**src/rtl/miter_pkg.sv**
```systemverilog
// miter_pkg: shared types, constants and LFSR helpers for the miter stimulus driver.
// The seed fix-up keeps an all-zero seed from locking the LFSR.
package miter_pkg;

  typedef enum logic [1:0] {
    IDLE  = 2'd0,
    RUN   = 2'd1,
    DRAIN = 2'd2,
    DONE  = 2'd3
  } miter_state_e;

  localparam logic [31:0] LFSR_TAPS = 32'h80200003;
  localparam int          CNT_W     = 16;
  localparam logic [CNT_W-1:0] IDX_NONE = 16'hFFFF;

  function automatic logic [31:0] lfsr_step(input logic [31:0] s);
    return s[0] ? ((s >> 1) ^ LFSR_TAPS) : (s >> 1);
  endfunction

  function automatic logic [31:0] seed_fix(input logic [31:0] s);
    return (s == 32'h0) ? 32'h1 : s;
  endfunction

endpackage

```
**src/rtl/miter_lfsr32.sv**
```systemverilog
// miter_lfsr32: 32-bit right-shifting Galois LFSR with synchronous seed load and step enable.
// Only the low OUT_W state bits are exported so narrow consumers leave no dangling bits.
module miter_lfsr32
  import miter_pkg::*;
#(
  parameter int OUT_W = 32
) (
  input  logic             clk,
  input  logic             rst,
  input  logic             load_i,
  input  logic             step_i,
  input  logic [31:0]      seed_i,
  output logic [OUT_W-1:0] state_o
);

  logic [31:0] state_q;
  logic [31:0] state_d;

  always_comb begin
    state_d = state_q;
    if (load_i) begin
      state_d = seed_fix(seed_i);
    end else if (step_i) begin
      state_d = lfsr_step(state_q);
    end
  end

  always_ff @(posedge clk) begin
    if (rst) begin
      state_q <= seed_fix(seed_i);
    end else begin
      state_q <= state_d;
    end
  end

  assign state_o = state_q[OUT_W-1:0];

endmodule

```
**src/rtl/miter_stim_driver.sv**
```systemverilog
// miter_stim_driver: LFSR stimulus driver and masked gold/gate response checker for a miter.
// Optional MITER_STOP_ON_FAIL_EN: end the run on the cycle after the first mismatching compare.
module miter_stim_driver
  import miter_pkg::*;
#(
  parameter int          PI_WIDTH = 1,
  parameter int          PO_WIDTH = 1,
  parameter int          NUM_VEC  = 256,
  parameter int          LATENCY  = 1,
  parameter logic [31:0] SEED     = 32'h1
) (
  input  logic                clk,
  input  logic                rst,
  input  logic                start,
  output logic [PI_WIDTH-1:0] pi,
  output logic                pi_valid,
  input  logic [PO_WIDTH-1:0] out_gold,
  input  logic [PO_WIDTH-1:0] out_gate,
  input  logic [PO_WIDTH-1:0] dc_mask,
  output logic                busy,
  output logic                done,
  output logic                pass,
  output logic [CNT_W-1:0]    mismatch_cnt,
  output logic [CNT_W-1:0]    first_fail_idx
);

  localparam logic [31:0]      SEED_EFF   = seed_fix(SEED);
  localparam logic [CNT_W-1:0] IDX_LAST   = CNT_W'(NUM_VEC - 1);
  localparam logic [2:0]       DRAIN_LAST = (LATENCY == 0) ? 3'd0 : 3'(LATENCY - 1);

  miter_state_e        state_q, state_d;
  logic [CNT_W-1:0]    idx_q, idx_d;
  logic [2:0]          drain_q, drain_d;
  logic [CNT_W-1:0]    cnt_q, cnt_d;
  logic [CNT_W-1:0]    ffi_q, ffi_d;
  logic [PI_WIDTH-1:0] pi_hold_q, pi_hold_d;

  logic                lfsr_load;
  logic                lfsr_step_en;
  logic [PI_WIDTH-1:0] lfsr_bits;

  logic                cmp_valid;
  logic [CNT_W-1:0]    cmp_idx;
  logic                cmp_fire;
  logic                mismatch;
  logic                flush;

  miter_lfsr32 #(
    .OUT_W (PI_WIDTH)
  ) u_lfsr (
    .clk     (clk),
    .rst     (rst),
    .load_i  (lfsr_load),
    .step_i  (lfsr_step_en),
    .seed_i  (SEED_EFF),
    .state_o (lfsr_bits)
  );

  // Compare pipeline: the issue-cycle valid and index travel alongside the DUT latency.
  generate
    if (LATENCY == 0) begin : g_lat0
      assign cmp_valid = pi_valid;
      assign cmp_idx   = idx_q;
    end else begin : g_latn
      logic [LATENCY-1:0] vld_sr_q;
      logic [CNT_W-1:0]   idx_sr_q [LATENCY];

      always_ff @(posedge clk) begin
        if (rst || flush) begin
          vld_sr_q <= '0;
        end else begin
          vld_sr_q <= (vld_sr_q << 1) | LATENCY'(pi_valid);
        end
      end

      always_ff @(posedge clk) begin
        for (int k = LATENCY - 1; k > 0; k--) begin
          idx_sr_q[k] <= idx_sr_q[k-1];
        end
        idx_sr_q[0] <= idx_q;
      end

      assign cmp_valid = vld_sr_q[LATENCY-1];
      assign cmp_idx   = idx_sr_q[LATENCY-1];
    end
  endgenerate

  assign cmp_fire = cmp_valid && ((state_q == RUN) || (state_q == DRAIN));
  assign mismatch = |((out_gold ^ out_gate) & ~dc_mask);
  // Anything still in flight when a run ends belongs to a finished or aborted run.
  assign flush    = (state_d == DONE);

  always_comb begin
    state_d      = state_q;
    idx_d        = idx_q;
    drain_d      = drain_q;
    cnt_d        = cnt_q;
    ffi_d        = ffi_q;
    pi_hold_d    = pi_hold_q;
    lfsr_load    = 1'b0;
    lfsr_step_en = 1'b0;

    if (cmp_fire && mismatch) begin
      if (cnt_q != '1) begin
        cnt_d = cnt_q + 1'b1;
      end
      if (ffi_q == IDX_NONE) begin
        ffi_d = cmp_idx;
      end
    end

    case (state_q)
      IDLE, DONE: begin
        if (start) begin
          state_d   = RUN;
          idx_d     = '0;
          drain_d   = '0;
          cnt_d     = '0;
          ffi_d     = IDX_NONE;
          lfsr_load = 1'b1;
        end
      end
      RUN: begin
        lfsr_step_en = 1'b1;
        pi_hold_d    = lfsr_bits;
        idx_d        = idx_q + 1'b1;
        if (idx_q == IDX_LAST) begin
          state_d = (LATENCY == 0) ? DONE : DRAIN;
          drain_d = '0;
        end
      end
      DRAIN: begin
        if (drain_q == DRAIN_LAST) begin
          state_d = DONE;
        end else begin
          drain_d = drain_q + 1'b1;
        end
      end
      default: begin
        state_d = IDLE;
      end
    endcase

`ifdef MITER_STOP_ON_FAIL_EN
    if (cmp_fire && mismatch) begin
      state_d = DONE;
    end
`else
`endif
  end

  always_ff @(posedge clk) begin
    if (rst) begin
      state_q   <= IDLE;
      idx_q     <= '0;
      drain_q   <= '0;
      cnt_q     <= '0;
      ffi_q     <= IDX_NONE;
      pi_hold_q <= '0;
    end else begin
      state_q   <= state_d;
      idx_q     <= idx_d;
      drain_q   <= drain_d;
      cnt_q     <= cnt_d;
      ffi_q     <= ffi_d;
      pi_hold_q <= pi_hold_d;
    end
  end

  // While running, pi follows the generator directly; otherwise it holds the last vector issued.
  assign pi             = (state_q == RUN) ? lfsr_bits : pi_hold_q;
  assign pi_valid       = (state_q == RUN);
  assign busy           = (state_q == RUN) || (state_q == DRAIN);
  assign done           = (state_q == DONE);
  assign pass           = (state_q == DONE) && (cnt_q == '0);
  assign mismatch_cnt   = cnt_q;
  assign first_fail_idx = ffi_q;

endmodule

```
**config.mk**
```make
export PLATFORM = sky130hd
export DESIGN_NAME = miter_stim_driver
export DESIGN_NICKNAME = d
export VERILOG_FILES = /design/src/rtl/miter_pkg.sv /design/src/rtl/miter_lfsr32.sv /design/src/rtl/miter_stim_driver.sv
export SDC_FILE = /design/constraint.sdc
export NUM_CORES = 1
export LEC_CHECK = 0
export CAP_MARGIN = 20
export CORE_MARGIN = 2
export CORE_UTILIZATION = 45
export CTS_BUF_LIST = sky130_fd_sc_hd__clkbuf_8 sky130_fd_sc_hd__clkbuf_16
export DETAILED_ROUTE_END_ITERATION = 16
export PLACE_DENSITY_LB_ADDON = 0.05
export SKIP_LAST_GASP = 1
export SYNTH_ARGS = -nofsm -noshare
export SYNTH_HDL_FRONTEND = slang
export SYNTH_SLANG_ARGS = --single-unit
```
**constraint.sdc**
```tcl
create_clock -name clk -period 6.6 [get_ports clk]
set_input_delay 1.98 -clock clk [delete_from_list [all_inputs] [get_ports clk]]
set_output_delay 1.98 -clock clk [all_outputs]
set_load 0.005 [all_outputs]
```
; Word-level counts from Yosys, hierarchy flattened
; Memories as Yosys holds them, arrays and structs flattened.
; Index checks and enable logic that the tools add are counted.
[op_classes]
n_addsub = 3
n_eq_ne = 10
n_mux = 23
bitwise = 4
reduce_logical = 13
[op_table]
columns = cell, count
row1 = two-way mux 16 bit, 9
row2 = adder 16 x 1 -> 16 bit (second input constant), 2
row3 = two-way mux 32 bit, 1
row4 = case mux 16 bit (2 select lines), 1
row5 = equality test 16 bit (second input constant), 1
row6 = equality test 16 x 8 -> 1 bit (second input constant), 1
row7 = logical NOT 16 bit, 1
row8 = != test 16 bit (second input constant), 1
row9 = two-way mux 3 bit, 3
row10 = case mux 3 bit (3 select lines), 1
row11 = equality test 2 bit (second input constant), 3
row12 = two-way mux 2 bit, 3
row13 = case mux 2 bit (3 select lines), 1
row14 = two-way mux 1 bit, 4
row15 = != test 2 bit (second input constant), 2
row16 = inverter 3 -> 4 bit, 1
row17 = OR reduction 2 bit, 2
row18 = adder 3 x 1 -> 3 bit (second input constant), 1
row19 = logical AND 1 bit, 3
row20 = logical NOT 3 bit, 1
row21 = AND reduction 3 bit, 1
row22 = equality test 2 x 1 -> 1 bit (second input constant), 1
row23 = logical NOT 2 bit, 1
row24 = logical OR 1 bit, 2
row25 = 6 further kinds, 6
[word_totals]
regBits = 87
ramBits = 16
inputBits = 6
out_inout_bits = 37
elab_cells = 62
mem_count = 1
[mem_list]
columns = name, depth, word_bits, read_ports, rd_ports_with_merged_regs, write_ports, line_no
row1 = g_latn.idx_sr_q, 1, 16, 1, 0, 1, miter_stim_driver.sv:66  ; logic [CNT_W-1:0] idx_sr_q [LATENCY];

; Depth between registers and ports, before layout
; Gate-level depths: netlist of run 1.
[depth]
depth_word = 7
depth_mapped = 9
depth_no_buf = 7

; By module
; A second synthesis of run 1 with hierarchy kept.
[hier_totals]
cells_unflattened = 429
area_unflattened_um2 = 4698.3
[by_module_without_submodules]
columns = module, instances, cells_per_inst, area_per_inst_um2
row1 = miter_stim_driver, 1, 343, 3233.1
row2 = miter_lfsr32, 1, 86, 1465.2

; Least setup slack after synthesis of run 1
; OpenSTA, ideal clock, no wires.
[synth_path]
path_kind = input -> register
startpoint = input port dc_mask
endpoint = register cnt_q[6] (netlist: mismatch_cnt[6])
setup_time_ps = 116
arrival_ps = 3116
setup_slack_ps = 3367
stages = 5
cell_sequence = nor3b_1 -> nand2_1 -> a211oi_1 -> a21oi_1 -> a31o_2
[synth_via]
elab_chain_cells = 6
[synth_lines]
columns = item, line_no
row1 = from (decl), miter_stim_driver.sv:19  ; input logic [PO_WIDTH-1:0] dc_mask,
row2 = inverter 1 bit (*), miter_stim_driver.sv:89  ; assign mismatch = |((out_gold ^ out_gate) & ~dc_mask);
row3 = bitwise AND 1 bit (*), miter_stim_driver.sv:89
row4 = logical AND 1 bit (*), miter_stim_driver.sv:103  ; if (cmp_fire && mismatch) begin
row5 = two-way mux 16 bit (*), miter_stim_driver.sv:103
row6 = two-way mux 16 bit, miter_stim_driver.sv:114  ; if (start) begin
row7 = two-way mux 16 bit (*), miter_stim_driver.sv:112  ; case (state_q)
row8 = to (signal assigned), miter_stim_driver.sv:164  ; cnt_q <= cnt_d;
row9 = to (decl), miter_stim_driver.sv:34  ; logic [CNT_W-1:0] cnt_q, cnt_d;
; Mark *: on every way between the ends. The rest lies on a longest branch, timed or not.
; A chain may end at the register's enable or synchronous reset.

; Worst setup path in the final report of run 1
[layout_path]
startpoint = register state_q[1]
endpoint = output port pi_valid
[layout_via]
elab_chain_cells = 1
[layout_lines]
columns = item, line_no
row1 = from (decl), miter_stim_driver.sv:31  ; miter_state_e state_q, state_d;
row2 = from (signal assigned), miter_stim_driver.sv:161  ; state_q <= state_d;
row3 = equality test 2 x 1 -> 1 bit, miter_stim_driver.sv:172  ; assign pi_valid = (state_q == RUN);
row4 = to (decl), miter_stim_driver.sv:16  ; output logic pi_valid,
; Every way passes these cells.

==> results of run 1 <==
==> power groups by stage <==
stage | Clock, mW | Sequential (mW) | Combinational [mW]
after CTS | 0.394 | 0.631 | 0.0737
after global routing | 0.425 | 0.632 | 0.0806
after detailed placement | 0 | 0.645 | 0.0734
final | 0.381 | 0.631 | 0.0725
after global placement | 0 | 0.645 | 0.0729
after floorplan | 0 | 0.644 | 0.0558
==> cells in the final DEF, fill, tap and decap left out, types with 2 or more instances in the layout <==
cell / n
dfxtp_1: 103
nor2_1: 66
clkdlybuf4s50_1: 42
nand2_1: 33
mux2i_1: 31
o21ai_0: 20
xnor2_1: 15
inv_1: 14
nand3_1: 14
a21oi_1: 12
nand4_1: 11
xor2_1: 10
nor4_1: 9
clkbuf_8: 9
nor3_1: 8
a211oi_1: 7
ha_1: 7
and4_1: 4
and2_1: 4
and3_1: 3
nor3b_1: 3
inv_6: 3
buf_4: 3
nor4b_1: 2
nand2b_1: 2
a22oi_1: 2
a32oi_1: 2
a31o_2: 2
o31ai_1: 2
inv_8: 2
==> per-layer routing <==
layer	track usage, %	share of wire, %	wire length, microns
met1	23.4	52	3940
met2	24.5	42	3190
met3	5.46	4.5	345
met4	5.37	1.6	121
met5	0	0	0
==> worst max-delay path by stage <==
stage / start / endpoint / slack, ns / cells past startpoint
after detailed placement: rst / u_lfsr.state_q[2] / 2.43 / 5
after global placement: dc_mask / mismatch_cnt[10] / 2.49 / 6
after CTS: state_q[1] / pi_valid / 2.21 / 4
final: state_q[1] / pi_valid / 2.24 / 4
after global routing: state_q[1] / pi_valid / 2.07 / 4
after floorplan: dc_mask / mismatch_cnt[6] / 3.37 / 5
==> cells by family (layout without fill, tap and decap cells) <==
kind of cell    Yosys count  count (layout)  synth area share [%]
flops                   103             103                  51.3
fa+ha+maj                 8               8                  2.49
simple gates            168             168                  20.7
xor+xnor                 25              25                  5.45
compound gates           53              53                  8.82
buf+inv                  31              75                  3.49
mux                      31              31                  7.73
==> state kept, by name, indices dropped and copies added (netlist names) <==
name and cells:
cmp_valid 1, drain_q 3, first_fail_idx 16, g_latn.idx_sr_q 16, idx_q 16, mismatch_cnt 16, pi_hold_q 1, state_q 2
u_lfsr.state_q 32
==> layout make-up <==
type	instances	area, sq um	share of cell area [%]
multi-input combinational	285	1820	38.7
timing repair buffer	45	443	9.43
sequential	103	2060	43.9
clock inverter	7	62.6	1.33
tap	108	135	2.88
inverter	14	52.6	1.12
clock buffer	9	124	2.64
==> worst reg2reg max path, stage by stage, from the launching register on <==
cell and delay, ns:
dfxtp_1 0.36, inv_1 0.09, ha_2 0.51, buf_4 0.47, mux2i_1 0.28, nor3b_1 0.70, nand4_1 0.21, xor2_1 0.17
nor2_1 0.05
==> flow_metrics.env, run 1 <==
export IMPL_io_pins=43
export IMPL_place_congestion=0.770
export IMPL_drive_gt1_share_pct=6.05
export IMPL_antenna_found_initial=0
export IMPL_tightest_slew_ns=1.01
export IMPL_grt_max_degree=30
export IMPL_r2r_end="idx_q[7]"
export IMPL_die_area_sq_mm=0.00970
export IMPL_yosysWarnings=0
export IMPL_power_share_clock_pct=35.1
export IMPL_clkTransAtPathRegs_ns=0.10
export IMPL_ys_ff_latch=103
export IMPL_worstHoldPathCells=0
export IMPL_seqPwrFrac_pct=58.2
export IMPL_die_w_microns=98.5
export IMPL_cts_root_buffer="clkbuf_8"
export IMPL_critPathKind="register to output port"
export IMPL_hpwl_mm=5.26
export IMPL_worstSetupStartpointType="register"
export IMPL_fin_util_pct=54.1
export IMPL_synth_edf_count=0
export IMPL_crit_arrival_ns=2.38
export IMPL_finalClockSkew_ns=0.0114
export IMPL_whs_ns=0.388
export IMPL_relSlewSlack_pct=32.7
export IMPL_power_internal_uw=802
export IMPL_worst_r2r_setup_slack_ns=3.63
export IMPL_ys_async_sr_fraction_pct=0
export IMPL_grt_ovfl_total=0
export IMPL_cts_resized=0
export IMPL_fp_dieH_microns=98.5
export IMPL_power_switching_uw=282
export IMPL_dp_cells=555
export IMPL_hold_buffers=0
export IMPL_maxCapViolCount=0
export IMPL_ff2ff_path_depth=8
export IMPL_h_tree_depth=3
export IMPL_timing_final_crit_share_pct=66.1
export IMPL_outcome="finished, final reports clean"
export IMPL_ant_nets=0
export IMPL_drc=0
export IMPL_routedWlPerCell_microns=13.3
export IMPL_postPlaceCellArea_sq_mm=0.00451
export IMPL_rsz0062_at_grt="false"
export IMPL_path_buf_inv=3
export IMPL_irDropWorstVdd_v=0.000145
export IMPL_clk_latency_ns=0.37
export IMPL_syn_area_sq_mm=0.00402
export IMPL_cpLargestDelayFamily="buffers and inverters"
export IMPL_hold_path_endpoint="g_latn.idx_sr_q[0][3]"
export IMPL_dr_pass1_iters=5
export IMPL_comb_power_share_pct=6.7
export IMPL_cts_max_path_buffers=2
export IMPL_syn_to_final_growth_pct=16.9
export IMPL_syn_inst=419
export IMPL_fin_cells=571
export IMPL_drt_iter0_drc=91
export IMPL_core_rowCount=34
export IMPL_mappedNetlistNets=433
export IMPL_ys_types=45
export IMPL_slowest_delay_ns=0.59
export IMPL_nFillCells=827
export IMPL_final_area_sq_mm=0.00470
export IMPL_crit_path_end_kind="output port"
export IMPL_synth_area_leaders="dfxtp_1, mux2i_1, nor2_1"
export IMPL_wl_mm=7.60
export IMPL_coreArea_sq_mm=0.00868
export IMPL_syn_avg_cell_area_sq_um=9.59
export IMPL_yosysTopAreaCellShare_pct=51.3
export IMPL_crit_fanout=29
export IMPL_fin_ws_ns=2.24
export IMPL_viasPerCell=5.19
export IMPL_grt_pass1_wl_mm=13.1
export IMPL_cp_cell_sequence="inv_1 -> ha_2 -> buf_4 -> clkdlybuf4s50_1"
export IMPL_cp_required_ns=4.62
export IMPL_portBuffers=42
export IMPL_setup_viol=0
export IMPL_p_per_area_mw_per_mm2=231
export IMPL_ys_seq_area_share_pct=51.3
export IMPL_grt_pass1_vias=2711
export IMPL_power_leakage_nw=1.67
export IMPL_grt_usage_pct=16.7
export IMPL_fin_nets=472
export IMPL_synthFlopType="dfxtp_1"
export IMPL_critPathSlowestCell="clkdlybuf4s50_1"
export IMPL_hold_class="register to register"
export IMPL_pre_cts_slack_ns=2.43
export IMPL_fin_crit_ns=4.36
export IMPL_hold_viol_final=0
export IMPL_fmax_mhz=229
export IMPL_power_mw=1.08
export IMPL_swShare_pct=26.0
export IMPL_yosysTopAreaCell="dfxtp_1"
export IMPL_synth_most_common_cell="dfxtp_1"
export IMPL_antennaDiodeCount=0
export IMPL_worstHoldStart="idx_q[3]"
export IMPL_cts_setup_buffers=0
export IMPL_cts_buffers=9
export IMPL_cts_tree="done"
export IMPL_synth_commonest_cells="dfxtp_1, nor2_1, nand2_1"
export IMPL_initial_utilization_pct=46.3
export IMPL_cts_sinks=103
export IMPL_r2r_start="state_q[1]"
export IMPL_fin_setup_tns_ns=0
export IMPL_num_vias=2964
export IMPL_drv_slew=0
No activity file was read; power rests on OpenSTA's default activity.
==> inputs of run 2 (changes only) <==
Clock period 6.6 ns to 4.2 ns, I/O delays scaled along.
==> run 2 against run 1 <==
Against the previous run: sequential power rose by 57%; final cell count rose by 0.18%; sequential share of layout area fell by 0.058 points; highest routed layer unchanged.
==> flow_metrics.env, run 2 (synthesis results as in run 1) <==
export IMPL_outcome="finished, final reports clean"
export IMPL_fin_ws_ns=0.859
export IMPL_worstHoldStart="idx_q[15]"
export IMPL_coreArea_sq_mm=0.00868
export IMPL_clk_latency_ns=0.37
export IMPL_cts_setup_buffers=0
export IMPL_ant_nets=0
export IMPL_p_per_area_mw_per_mm2=358
export IMPL_drt_iter0_drc=82
export IMPL_fin_setup_tns_ns=0
export IMPL_timing_final_crit_share_pct=79.5
export IMPL_critPathKind="register to output port"
export IMPL_cts_tree="done"
export IMPL_largest_reg_flops=32
export IMPL_crit_arrival_ns=2.08
export IMPL_die_w_microns=98.5
export IMPL_grt_ovfl_total=0
export IMPL_core_rowCount=34
export IMPL_fin_nets=474
export IMPL_h_tree_depth=3
export IMPL_worstSetupStartpointType="register"
export IMPL_io_pins=43
export IMPL_syn_to_final_growth_pct=17.1
export IMPL_maxCapViolCount=0
export IMPL_largest_register="u_lfsr.state_q"
export IMPL_rsz0062_at_grt="false"
export IMPL_cts_max_path_buffers=2
export IMPL_dr_pass1_iters=4
export IMPL_cts_buffers=9
export IMPL_fmax_mhz=299
export IMPL_multi_input_area_sq_mm=0.00182
export IMPL_grt_pass1_wl_mm=13.2
export IMPL_slowest_delay_ns=0.49
export IMPL_crit_path_end_kind="output port"
export IMPL_finalClockSkew_ns=0.0153
export IMPL_path_buf_inv=1
export IMPL_power_leakage_nw=1.67
export IMPL_irDropWorstVdd_v=0.000182
export IMPL_cts_sinks=103
export IMPL_cp_cell_sequence="ha_1 -> nor4b_1 -> and4_1 -> clkdlybuf4s50_1"
export IMPL_pre_cts_slack_ns=0.746
export IMPL_grt_max_degree=36
export IMPL_viasPerCell=5.26
export IMPL_cp_required_ns=2.94
export IMPL_dp_cells=557
export IMPL_grt_usage_pct=16.8
export IMPL_r2r_start="state_q[1]"
export IMPL_initial_utilization_pct=46.3
export IMPL_num_vias=3010
export IMPL_setup_viol=0
export IMPL_clkTransAtPathRegs_ns=0.11
export IMPL_cts_root_buffer="clkbuf_8"
export IMPL_hold_class="register to register"
export IMPL_fin_cells=572
export IMPL_layout_common_cells="dfxtp_1, nor2_1, clkdlybuf4s50_1"
export IMPL_drc=0
export IMPL_wl_mm=7.73
export IMPL_nFillCells=824
export IMPL_fp_dieH_microns=98.5
export IMPL_register_area_sq_mm=0.00206
export IMPL_tightest_slew_ns=0.777
export IMPL_portBuffers=42
export IMPL_cts_resized=0
export IMPL_die_area_sq_mm=0.00970
export IMPL_critPathLaunch="state_q[1]"
export IMPL_critPathSlowestCell="clkdlybuf4s50_1"
export IMPL_antenna_found_initial=0
export IMPL_antennaDiodeCount=0
export IMPL_hpwl_mm=5.43
export IMPL_hold_buffers=0
export IMPL_crit_fanout=4
export IMPL_whs_ns=0.400
export IMPL_place_congestion=0.827
export IMPL_final_common_cell="dfxtp_1"
export IMPL_hold_viol_final=0
export IMPL_drive_gt1_share_pct=6.25
export IMPL_relSlewSlack_pct=48.1
export IMPL_routedWlPerCell_microns=13.5
export IMPL_grt_pass1_vias=2761
export IMPL_drv_slew=0
export IMPL_fin_crit_ns=3.34
export IMPL_cpLargestDelayFamily="simple AND/OR/NAND/NOR gates"
-- run 2: cell types whose count changed in the layout (fill, tap and decap cells not counted) --
cell / change
buf_4: +2
clkinv_2: -1
clkinv_4: +1
clkinvlp_4: +1
inv_6: -1
inv_8: -1
-- run 2: through the flow --
step	cell area [sq um]	power, mW	utilization (%)
after global routing	4700	1.76	54.2
after floorplan	4020	1.10	-
after CTS	4700	1.71	54.2
after global placement	4520	1.13	52.1
final	4700	1.68	54.2
after detailed placement	4520	1.13	52.1
-- run 2: where the power goes --
part	leakage [nW]	internal, mW	total, mW	switching [mW]
combinational	0.750	0.0471	0.116	0.0693
sequential	0.831	0.985	0.991	0.00601
clock	0.0882	0.223	0.577	0.354
-- run 2: cell type report --
cell class | instances | share of cell area (%)
repair buffers | 47 | 9.74
well taps | 108 | 2.87
clock buffers | 9 | 2.63
inverters | 14 | 1.12
multi-input cells | 285 | 38.6
clock inverters | 6 | 1.14
flip-flops and latches | 103 | 43.9
-- run 2: final timing paths --
| kind | end | slack (ns) | cells past startpoint |
|---|---|---|---|
| min reg2reg | g_latn.idx_sr_q[0][15] | 0.40 | 0 |
| max reg2reg | idx_q[7] | 1.36 | 8 |
| max | pass | 0.86 | 4 |
| min | g_latn.idx_sr_q[0][15] | 0.40 | 0 |
-- run 2: routing by layer --
| metal | share of wire [%] | vias to the layer above | global-route usage (%) |
|---|---|---|---|
| li1 | - | 1541 | - |
| met1 | 51 | 1408 | 23.5 |
| met2 | 43 | 51 | 25.2 |
| met3 | 4.4 | 10 | 4.33 |
| met4 | 1.4 | 0 | 6.11 |
| met5 | 0 | - | 0 |
==> inputs of run 3 (changes only) <==
Clock period 4.2 ns to 3.1 ns, I/O delays scaled along.
==> run 3 against run 2 <==
Against the previous run: non-clock buffer count rose by 5; critical path depth is the same; critical endpoint unchanged; clock skew increased by 0.0025 ns.
==> flow_metrics.env, run 3 (synthesis results as in run 1) <==
export IMPL_hold_class="register to register"
export IMPL_hold_buffers=0
export IMPL_wl_mm=7.66
export IMPL_layout_common_cells="dfxtp_1, nor2_1, clkdlybuf4s50_1"
export IMPL_finalClockSkew_ns=0.0178
export IMPL_cpLargestDelayFamily="simple AND/OR/NAND/NOR gates"
export IMPL_hold_viol_final=0
export IMPL_h_tree_depth=3
export IMPL_crit_fanout=4
export IMPL_ant_nets=0
export IMPL_clk_latency_ns=0.36
export IMPL_coreArea_sq_mm=0.00868
export IMPL_portBuffers=42
export IMPL_nFillCells=841
export IMPL_cp_required_ns=2.17
export IMPL_timing_final_crit_share_pct=95.0
export IMPL_cp_cell_sequence="ha_1 -> nor4b_1 -> and4_1 -> clkdlybuf4s50_1"
export IMPL_clkTransAtPathRegs_ns=0.11
export IMPL_antenna_found_initial=0
export IMPL_critPathSlowestCell="clkdlybuf4s50_1"
export IMPL_grt_max_degree=36
export IMPL_place_congestion=0.785
export IMPL_io_pins=43
export IMPL_viasPerCell=5.15
export IMPL_drc=0
export IMPL_antennaDiodeCount=0
export IMPL_routedWlPerCell_microns=13.3
export IMPL_num_vias=2977
export IMPL_worstSetupStartpointType="register"
export IMPL_largest_reg_flops=32
export IMPL_outcome="finished, final reports clean"
export IMPL_irDropWorstVdd_v=0.000344
export IMPL_cts_sinks=103
export IMPL_drv_slew=0
export IMPL_tightest_slew_ns=0.564
export IMPL_grt_ovfl_total=0
export IMPL_critPathKind="register to output port"
export IMPL_cts_resized=0
export IMPL_die_area_sq_mm=0.00970
export IMPL_maxCapViolCount=0
export IMPL_fmax_mhz=339
export IMPL_slowest_delay_ns=0.49
export IMPL_grt_usage_pct=16.5
export IMPL_cts_max_path_buffers=2
export IMPL_final_area_sq_mm=0.00478
export IMPL_rsz0062_at_grt="false"
export IMPL_fin_setup_tns_ns=0
export IMPL_hpwl_mm=5.42
export IMPL_fp_dieH_microns=98.5
export IMPL_initial_utilization_pct=46.3
export IMPL_largest_register="u_lfsr.state_q"
export IMPL_power_leakage_nw=1.72
export IMPL_register_area_sq_mm=0.00206
export IMPL_postPlaceCellArea_sq_mm=0.00456
export IMPL_cts_root_buffer="clkbuf_8"
export IMPL_dr_pass1_iters=4
export IMPL_cts_tree="done"
export IMPL_final_common_cell="dfxtp_1"
export IMPL_crit_arrival_ns=2.02
export IMPL_multi_input_area_sq_mm=0.00182
export IMPL_grt_pass1_vias=2738
export IMPL_core_rowCount=34
export IMPL_drive_gt1_share_pct=7.45
export IMPL_p_per_area_mw_per_mm2=503
export IMPL_die_w_microns=98.5
export IMPL_fin_nets=479
export IMPL_cts_buffers=9
export IMPL_crit_path_end_kind="output port"
export IMPL_cts_setup_buffers=0
export IMPL_grt_pass1_wl_mm=13.1
export IMPL_relSlewSlack_pct=61.3
export IMPL_setup_viol=0
export IMPL_fin_crit_ns=2.95
export IMPL_path_buf_inv=1
export IMPL_syn_to_final_growth_pct=19.0
export IMPL_drt_iter0_drc=88
run 3: metrics by stage:
stage | hold WS [ns] | util (%) | power, mW | instances | worst slack, ns
after floorplan | 0.363 | - | 1.49 | 419 | 0.917
after global placement | 0.378 | 52.6 | 1.53 | 562 | 0.389
after detailed placement | 0.379 | 52.6 | 1.54 | 562 | 0.312
after CTS | 0.395 | 55.1 | 2.43 | 578 | 0.118
after global routing | 0.410 | 55.1 | 2.52 | 578 | 0.0644
final | 0.397 | 55.1 | 2.40 | 578 | 0.154
run 3: worst paths after layout:
path | startpoint | end | slack (ns) | depth (start not counted)
worst min register to register | idx_q[15] | g_latn.idx_sr_q[0][15] | 0.40 | 0
worst min-delay path | idx_q[15] | g_latn.idx_sr_q[0][15] | 0.40 | 0
worst max register to register | state_q[0] | mismatch_cnt[15] | 0.78 | 8
worst max-delay path | state_q[1] | pass | 0.15 | 4
run 3: where the power goes:
group          switching, mW  total (mW)  internal (mW)  leakage [nW]
Combinational         0.0944       0.162         0.0675         0.775
Sequential           0.00839        1.34           1.33         0.831
Clock                  0.499       0.897          0.398         0.110
Total                  0.602        2.40           1.80          1.72
run 3: cell type report:
cell class,count,share of cell area (%)
well taps,108,2.83
clock inverters,7,1.94
inverters,14,1.10
flip-flops and latches,103,43.2
repair buffers,52,10.4
clock buffers,9,2.59
multi-input cells,285,38.0
run 3: per-layer routing:
metal / GRT usage [%] / part of all wire [%] / vias up
li1: - / - / 1552
met1: 23.1 / 51 / 1370
met2: 25.2 / 44 / 48
met3: 4.82 / 3.9 / 7
met4: 4.21 / 0.82 / 0
met5: 0 / 0 / -
